$ cat src/rtl/max_pkg.sv
// Shared types and helpers for the streaming extreme-value reducers.
package max_pkg;

    typedef enum logic [1:0] {
        IDLE  = 2'd0,
        ACCUM = 2'd1,
        HOLD  = 2'd2
    } state_t;

    // Widest sample the masked-key helper supports.
    localparam int unsigned KEY_MAX_W = 64;

    function automatic int unsigned idx_w(input int unsigned frame_len);
        return $clog2(frame_len);
    endfunction

    function automatic int unsigned cnt_w(input int unsigned frame_len);
        return $clog2(frame_len + 1);
    endfunction

    // Clear the lsb low bits so near-equal samples compare as equal.
    function automatic logic [KEY_MAX_W-1:0] mask_key(input logic [KEY_MAX_W-1:0] x,
                                                      input int unsigned         lsb);
        return x & ~((KEY_MAX_W'(1) << lsb) - KEY_MAX_W'(1));
    endfunction

endpackage

$ cat src/rtl/max_cmp_sel.sv
// Combinational strict-better test: take_b when b beats a under the selected extreme.
module max_cmp_sel
    import max_pkg::*;
#(
    parameter int unsigned W          = 8,
    parameter int unsigned SIGNED     = 0,
    parameter int unsigned APPROX_LSB = 0
) (
    input  logic [W-1:0] a,
    input  logic [W-1:0] b,
    input  logic         mode_min,
    output logic         take_b
);

    logic [W-1:0] key_a;
    logic [W-1:0] key_b;
    logic         b_gt;
    logic         b_lt;

    assign key_a = W'(mask_key(KEY_MAX_W'(a), APPROX_LSB));
    assign key_b = W'(mask_key(KEY_MAX_W'(b), APPROX_LSB));

    // Masking low bits leaves the sign bit intact, so signed order is preserved.
    generate
        if (SIGNED != 0) begin : g_signed
            assign b_gt = $signed(key_b) > $signed(key_a);
            assign b_lt = $signed(key_b) < $signed(key_a);
        end else begin : g_unsigned
            assign b_gt = key_b > key_a;
            assign b_lt = key_b < key_a;
        end
    endgenerate

    assign take_b = mode_min ? b_lt : b_gt;

endmodule

$ cat src/rtl/max_stream_reducer.sv
// Frame-wise running max/min over a valid/ready sample stream, reporting value, index and length.
module max_stream_reducer
    import max_pkg::*;
#(
    parameter int unsigned W          = 8,
    parameter int unsigned FRAME_LEN  = 16,
    parameter int unsigned SIGNED     = 0,
    parameter int unsigned APPROX_LSB = 0,
    localparam int unsigned IDX_W     = idx_w(FRAME_LEN),
    localparam int unsigned CNT_W     = cnt_w(FRAME_LEN)
) (
    input  logic             clk,
    input  logic             rst,
    input  logic             mode_min,
    input  logic             in_valid,
    output logic             in_ready,
    input  logic [W-1:0]     in_data,
    input  logic             in_last,
    output logic             out_valid,
    input  logic             out_ready,
    output logic [W-1:0]     out_value,
    output logic [IDX_W-1:0] out_idx,
    output logic [CNT_W-1:0] out_count
);

    state_t           state;
    state_t           state_nxt;
    logic [W-1:0]     best_val;
    logic [IDX_W-1:0] best_idx;
    logic [CNT_W-1:0] cnt;
    logic             mode_q;

    logic             xfer_in;
    logic             xfer_out;
    logic             first;
    logic             take;
    logic             closing;
    logic [CNT_W-1:0] cnt_nxt;
    logic [W-1:0]     win_val;
    logic [IDX_W-1:0] win_idx;

    max_cmp_sel #(
        .W          (W),
        .SIGNED     (SIGNED),
        .APPROX_LSB (APPROX_LSB)
    ) u_cmp (
        .a        (best_val),
        .b        (in_data),
        .mode_min (mode_q),
        .take_b   (take)
    );

    // Any sample accepted outside ACCUM opens a new frame.
    assign first    = (state != ACCUM);
    assign xfer_in  = in_valid & in_ready;
    assign xfer_out = out_valid & out_ready;
    assign cnt_nxt  = first ? CNT_W'(1) : cnt + CNT_W'(1);
    assign closing  = in_last | (cnt_nxt == CNT_W'(FRAME_LEN));
    assign win_val  = (first | take) ? in_data : best_val;
    assign win_idx  = first ? IDX_W'(0) : (take ? IDX_W'(cnt) : best_idx);

    always_ff @(posedge clk) begin
        if (rst) begin
            state <= IDLE;
        end else begin
            state <= state_nxt;
        end
    end

    always_comb begin
        state_nxt = state;
        case (state)
            IDLE: begin
                if (xfer_in) state_nxt = closing ? HOLD : ACCUM;
            end
            ACCUM: begin
                if (xfer_in && closing) state_nxt = HOLD;
            end
            HOLD: begin
                if (xfer_out) begin
                    if (xfer_in) state_nxt = closing ? HOLD : ACCUM;
                    else         state_nxt = IDLE;
                end
            end
            default: state_nxt = IDLE;
        endcase
    end

    always_comb begin
        in_ready  = 1'b0;
        out_valid = 1'b0;
        in_ready  = (state != HOLD) | out_ready;
        out_valid = (state == HOLD);
    end

    // Best-so-far tracking plus result capture on the closing sample.
    always_ff @(posedge clk) begin
        if (rst) begin
            best_val  <= '0;
            best_idx  <= '0;
            cnt       <= '0;
            mode_q    <= 1'b0;
            out_value <= '0;
            out_idx   <= '0;
            out_count <= '0;
        end else if (xfer_in) begin
            best_val <= win_val;
            best_idx <= win_idx;
            cnt      <= cnt_nxt;
            if (first) mode_q <= mode_min;
            if (closing) begin
                out_value <= win_val;
                out_idx   <= win_idx;
                out_count <= cnt_nxt;
            end
        end
    end

endmodule

$ cat config.mk
export PLATFORM = sky130hd
export DESIGN_NAME = max_stream_reducer
export DESIGN_NICKNAME = d
export VERILOG_FILES = /design/src/rtl/max_pkg.sv /design/src/rtl/max_cmp_sel.sv /design/src/rtl/max_stream_reducer.sv
export SDC_FILE = /design/constraint.sdc
export NUM_CORES = 1
export LEC_CHECK = 0
export CAP_MARGIN = 30
export CORE_MARGIN = 1
export CORE_UTILIZATION = 45
export DETAILED_ROUTE_END_ITERATION = 10
export GPL_TIMING_DRIVEN = 1
export PLACE_DENSITY = 0.74
export SETUP_SLACK_MARGIN = 0.3
export SYNTH_ARGS = -nofsm -noshare
export SYNTH_HDL_FRONTEND = slang
export SYNTH_SLANG_ARGS = --single-unit
$ cat constraint.sdc
create_clock -name clk -period 2.65 [get_ports clk]
set_clock_uncertainty 0.15 [all_clocks]
set_input_delay 0.3975 -clock clk [delete_from_list [all_inputs] [get_ports clk]]
set_output_delay 0.3975 -clock clk [all_outputs]
set_load 0.01 [all_outputs]
## Word-level counts from Yosys, hierarchy flattened

Cells that the tools add are included.

| word-level totals | value |
|---|---|
| memory bits (writable) | 0 |
| memories kept | 0 |
| input port bits | 14 |
| memory bits (read-only) | 0 |
| logic and storage cells | 40 |
| output and inout port bits | 19 |
| register bits after elaboration | 37 |
| bits in latches | 0 |

| operators by class | value |
|---|---|
| add/subtract/negate cells | 1 |
| muxes and demuxes | 11 |
| divide/modulo/power cells | 0 |
| order comparisons | 2 |
| shift-type cells | 0 |
| bitwise logic cells | 5 |
| $mul | 0 |
| reductions and logical operators | 5 |
| equal/unequal tests | 8 |

Operator list:

| operator | count |
|---|---|
| 2-to-1 mux 2 bit | 5 |
| > comparator 8 bit | 1 |
| less-than comparator 8 bit | 1 |
| 2-to-1 mux 4 bit | 2 |
| 2-to-1 mux 8 bit | 1 |
| inequality test 2 bit, second input constant | 3 |
| one-hot mux 2 bit (3 select lines) | 1 |
| adder 5 x 1 -> 5 bit, second input constant | 1 |
| == test 5 bit, second input constant | 1 |
| 2-to-1 mux 5 bit | 1 |
| inequality test 2 x 1 -> 1 bit, second input constant | 2 |
| AND reduction 2 bit | 2 |
| bitwise OR 1 bit | 3 |
| AND reduction 3 bit | 1 |
| AND 1 bit | 2 |
| == test 2 x 1 -> 1 bit, second input constant | 1 |
| == test 2 bit, second input constant | 1 |
| zero test 2 bit | 1 |
| logical AND 1 bit | 1 |
| 2-to-1 mux 1 bit | 1 |

## Depth between registers and ports, before layout

| depth | value |
|---|---|
| depth after elaboration | 8 |
| depth in mapped cells | 10 |
| gate-level depth less buffers | 9 |

## Cells and area by module

From an unflattened synthesis, not the netlist that was laid out.

| unflattened totals | value |
|---|---|
| cells, all modules | 227 |
| area, all modules | 1890.6 um^2 |

By module, submodules not included:

| module | times used | area each (um^2) | sequential area each (um^2) | cells each |
|---|---|---|---|---|
| max_stream_reducer | 1 | 1681.6 | 740.7 | 198 |
| max_cmp_sel | 1 | 209.0 | 0.0 | 29 |

## Least setup slack after synthesis

No wires, ideal clock.

| timing | value |
|---|---|
| kind | input-to-reg |
| start point | in in_data[1] |
| end point | reg best_val[0] |
| slack | 345 ps |
| path buffers | 1 |
| setup time | 128 ps |
| stages | 9 |
| data arrival time | 2027 ps |
| data required time | 2372 ps |
| cells stage by stage | ha_1 > nor2b_1 > o211ai_1 > a21o_1 > a31o_2 > o21ai_1 > buf_2 > mux2i_1 > nor2_1 |

| on the way | value |
|---|---|
| cells in the longest elaborated chain, start to end | 4 |
| elaborated cells between the ends (all ways) | 5 |
| those cells by class | order compare (2); mux (2); bitwise (1) |

Ends and longest elaborated chain:

| item | line | text |
|---|---|---|
| start: declaration | max_stream_reducer.sv:17 | `input logic [W-1:0] in_data,` |
| > comparator 8 bit or less-than comparator 8 bit (tied branches) | max_cmp_sel.sv:29, max_cmp_sel.sv:30 |  |
| 2-to-1 mux 1 bit (*) | max_cmp_sel.sv:34 | `assign take_b = mode_min ? b_lt : b_gt;` |
| bitwise OR 1 bit (*) | max_stream_reducer.sv:59 | `assign win_val = (first \| take) ? in_data : best_val;` |
| 2-to-1 mux 8 bit (*) | max_stream_reducer.sv:59 |  |
| end signal: assignment | max_stream_reducer.sv:107 | `best_val <= win_val;` |
| end: declaration | max_stream_reducer.sv:28 | `logic [W-1:0] best_val;` |

Every way passes the cells marked *; elsewhere a longest branch is shown, timed or not.
A chain may end at the register's enable or synchronous reset.

## Final worst setup path

| timing | value |
|---|---|
| start point | in in_data[1] |
| end point | reg best_val[6] |

The elaborated chain is that of the path after synthesis.

==> qor.yml <==
outcome:
  status: "finished clean"
clock_tree:
  clockBufferDepth: 2
  post_cts_buffers: 0
  ctsHtreeMaxLevel: 2
  clkTransAtPathRegs_ns: 0.07
  cts_tree: "yes"
  cts-root-buf: "clkbuf_8"
  insertion_delay_ns: 0.29
  cts.sinks: 37
  cts_made_buffers: 5
global_routing:
  grt_max_degree: 23
  gr-total-overflow: 0
  grt_first_pass_wirelength_um: 6672
  grtUsageTotal_pct: 20.74
  grt_pass1_vias: 1420
  antenna_found_initial: 0
pwr:
  peakVddDrop_v: 0.0003137
  p_sw_share_pct: 27.28
  power_uw: 1293
  p_leak_uw: 0.0009670
  combPwrFrac_pct: 22.6
  p_clk_share_pct: 30.8
  power_density_mw_per_mm2: 509.6
  pwr-share-seq_pct: 46.7
  internal_power_uw: 939.9
  p_sw_uw: 352.6
yosys:
  ys.flop_type: "dfxtp_1"
  avgSynthCellArea_um2: 9.117
  synth_seq_cells: 37
  syn-instance-count: 199
  netlist_area_mm2: 0.001814
  yosysSeqAreaShare_pct: 40.83
  synth_top_family_by_area: "simple AND/OR/NAND/NOR gates"
  synth_mux_area_share_pct: 13.45
  synthSimpleGateAreaFrac_pct: 18.14
  yosysWarningCount: 0
  synth_fp_nets: 222
  synth-adder-area-share_pct: 6.207
  synth_xor_area_share_pct: 0.9655
  synth_compound_area_share_pct: 15.79
  synth_edf_count: 0
  async_reset_ff_share_pct: 0
  netlist-cell-type-count: 36
die:
  die_area_mm2: 0.004290
  row_count: 22
  ios: 33
  initial_utilization_pct: 48.11
  core_mm2: 0.003771
  fp.dieH_um: 65.50
  die_w_um: 65.50
layout:
  diodes: 0
  area_growth_syn_to_layout_pct: 39.79
  fillCellCount: 298
  final_common_cell: "dfxtp_1"
  multiInputGateArea_mm2: 0.001129
  fin_cells: 295
  drive_above_1_share_pct: 21.46
  fin_nets: 270
  register_area_um2: 747.0
  layout_common_cells: "32 x dfxtp_1, 25 x nor2_1, 24 x clkdlybuf4s50_1, 22 x mux2i_1, 14 x buf_4"
  design_area_mm2: 0.002536
timing:
  setup_viol: 0
  whs_ns: 0.3041
  rsz0062_at_grt: "true"
  drv_slew: 0
  post-route-period-util_pct: 85.29
  fin_setup_tns_ns: 0
  worst_pin_slew_ns: 0.5427
  maxSlewHeadroom_pct: 63.71
  hold_violations: 0
  max_freq_mhz: 442.4
  period_minus_slack_ns: 2.260
route:
  drcViolationCount: 0
  final_antenna_net_count: 0
  drt_iter0_drc: 119
  wl_per_cell_um: 13.96
  routed-via-count: 1562
  first_pass_iters: 4
  post_drt_via_cell_ratio: 5.295
  wl_um: 4118
placed_design:
  gp_congestion: 0.7889
  placed_cell_area_mm2: 0.002292
  hpwlAfterDp_um: 2882
  dp_cells: 288
  numPortBuffers: 32
worst_setup_path:
  cp.arrival_ns: 2.27
  crit_slowest_cell: "a31o_2"
  crit_chain: "dlygate4sd2_1, ha_4, nor2b_4, o211ai_1, a21o_1, a31o_2, o21ai_2, buf_6, mux2i_1, nor2_1"
  cpPeakStageDelay_ns: 0.30
  path_class: "in2reg"
  crit_required_ns: 2.66
  startpoint_type: "primary input"
  endpoint_kind: "flip-flop"
  crit_path_max_fanout: 7
worst_hold_path:
  hp-class: "reg2reg"
job:
  cap_violations: 0
==> synth_stat cells, types with 3 or more instances <==
cell	number	area share, %
a211oi_1	10	4.1
a21oi_1	14	3.9
clkbuf_1	5	1.0
dfxtp_1	37	41
ha_1	9	6.2
inv_1	9	1.9
mux2i_1	23	13
nand2_1	13	2.7
nand3_1	7	1.9
nand3b_1	6	2.5
nor2_1	27	5.6
nor2b_1	3	1.0
o21ai_0	4	1.1
o2bb2ai_1	4	1.9
==> cell type report <==
cell class	instances	share of cell area, %
clock buffer	7	3.404
timing repair buffer	50	18.94
sequential	37	29.45
multi-input combinational	144	44.50
tap	48	2.368
inverter	9	1.332
==> cells by family (layout without fill, tap and decap cells) <==
group / after synthesis / in the layout
adders and majority gates: 9 / 9
AOI/OAI and AO/OA: 42 / 42
buffers and inverters: 18 / 66
DFF: 37 / 37
and+or+nand+nor: 67 / 67
xor gates and xnor gates: 2 / 2
muxes: 24 / 24
==> worst max-delay path: cells and delay by family <==
kind                       cells  cell delay (ns)
AOI/OAI and AO/OA              4             0.76
buffers and inverters          2             0.44
adders and majority gates      1             0.28
muxes                          1             0.21
and+or+nand+nor                2             0.18
==> registers in the layout (all words and copies together) (netlist names) <==
signal and cells:
cnt 5, best_val 8, state 2, out_count 5
out_value 8, out_idx 4, best_idx 4, mode_q 1
==> through the flow <==
step                utilization, %  setup slack [ns]
floorplan                        -            0.3453
global placement             60.78           -0.1258
detailed placement           60.78           -0.2112
CTS                          64.73            0.3007
global route                 67.25            0.2585
finish                       67.25            0.3898
==> power by group through the flow <==
stage	clock network (uW)	logic (uW)	registers [uW]
floorplan	0	144	612
global placement	0	246	612
detailed placement	0	248	613
CTS	404	269	601
global route	426	320	607
finish	398	292	603
==> final timing paths <==
path	slack, ns	from	depth (start not counted)	end
max reg2reg	0.40	best_val[1]$_SDFFE_PP0P_	10	best_val[6]$_SDFFE_PP0P_
max	0.39	in_data[1]	10	best_val[6]$_SDFFE_PP0P_
min reg2reg	0.30	best_idx[1]$_SDFFE_PP0P_	2	best_idx[1]$_SDFFE_PP0P_
min	0.30	best_idx[1]$_SDFFE_PP0P_	2	best_idx[1]$_SDFFE_PP0P_
==> layer usage <==
metal	wire length [um]	part of all wire (%)	up-vias	track usage (%)
li1	-	-	795	-
met5	0	0	-	0
met4	64	1.6	0	8.967
met2	1832	44	42	31.31
met3	160	3.9	5	4.167
met1	2060	50	720	28.45
==> repair_timing <==
| action | CTS | global route |
|---|---|---|
| endpoints found under the hold margin | 0 | 0 |
| endpoints found under the setup margin | 24 | 29 |
| gates resized for setup | 16 | 21 |
| pin swaps | 9 | 12 |
| hold buffers | 0 | 0 |
Power figures use the tool's default switching activity.
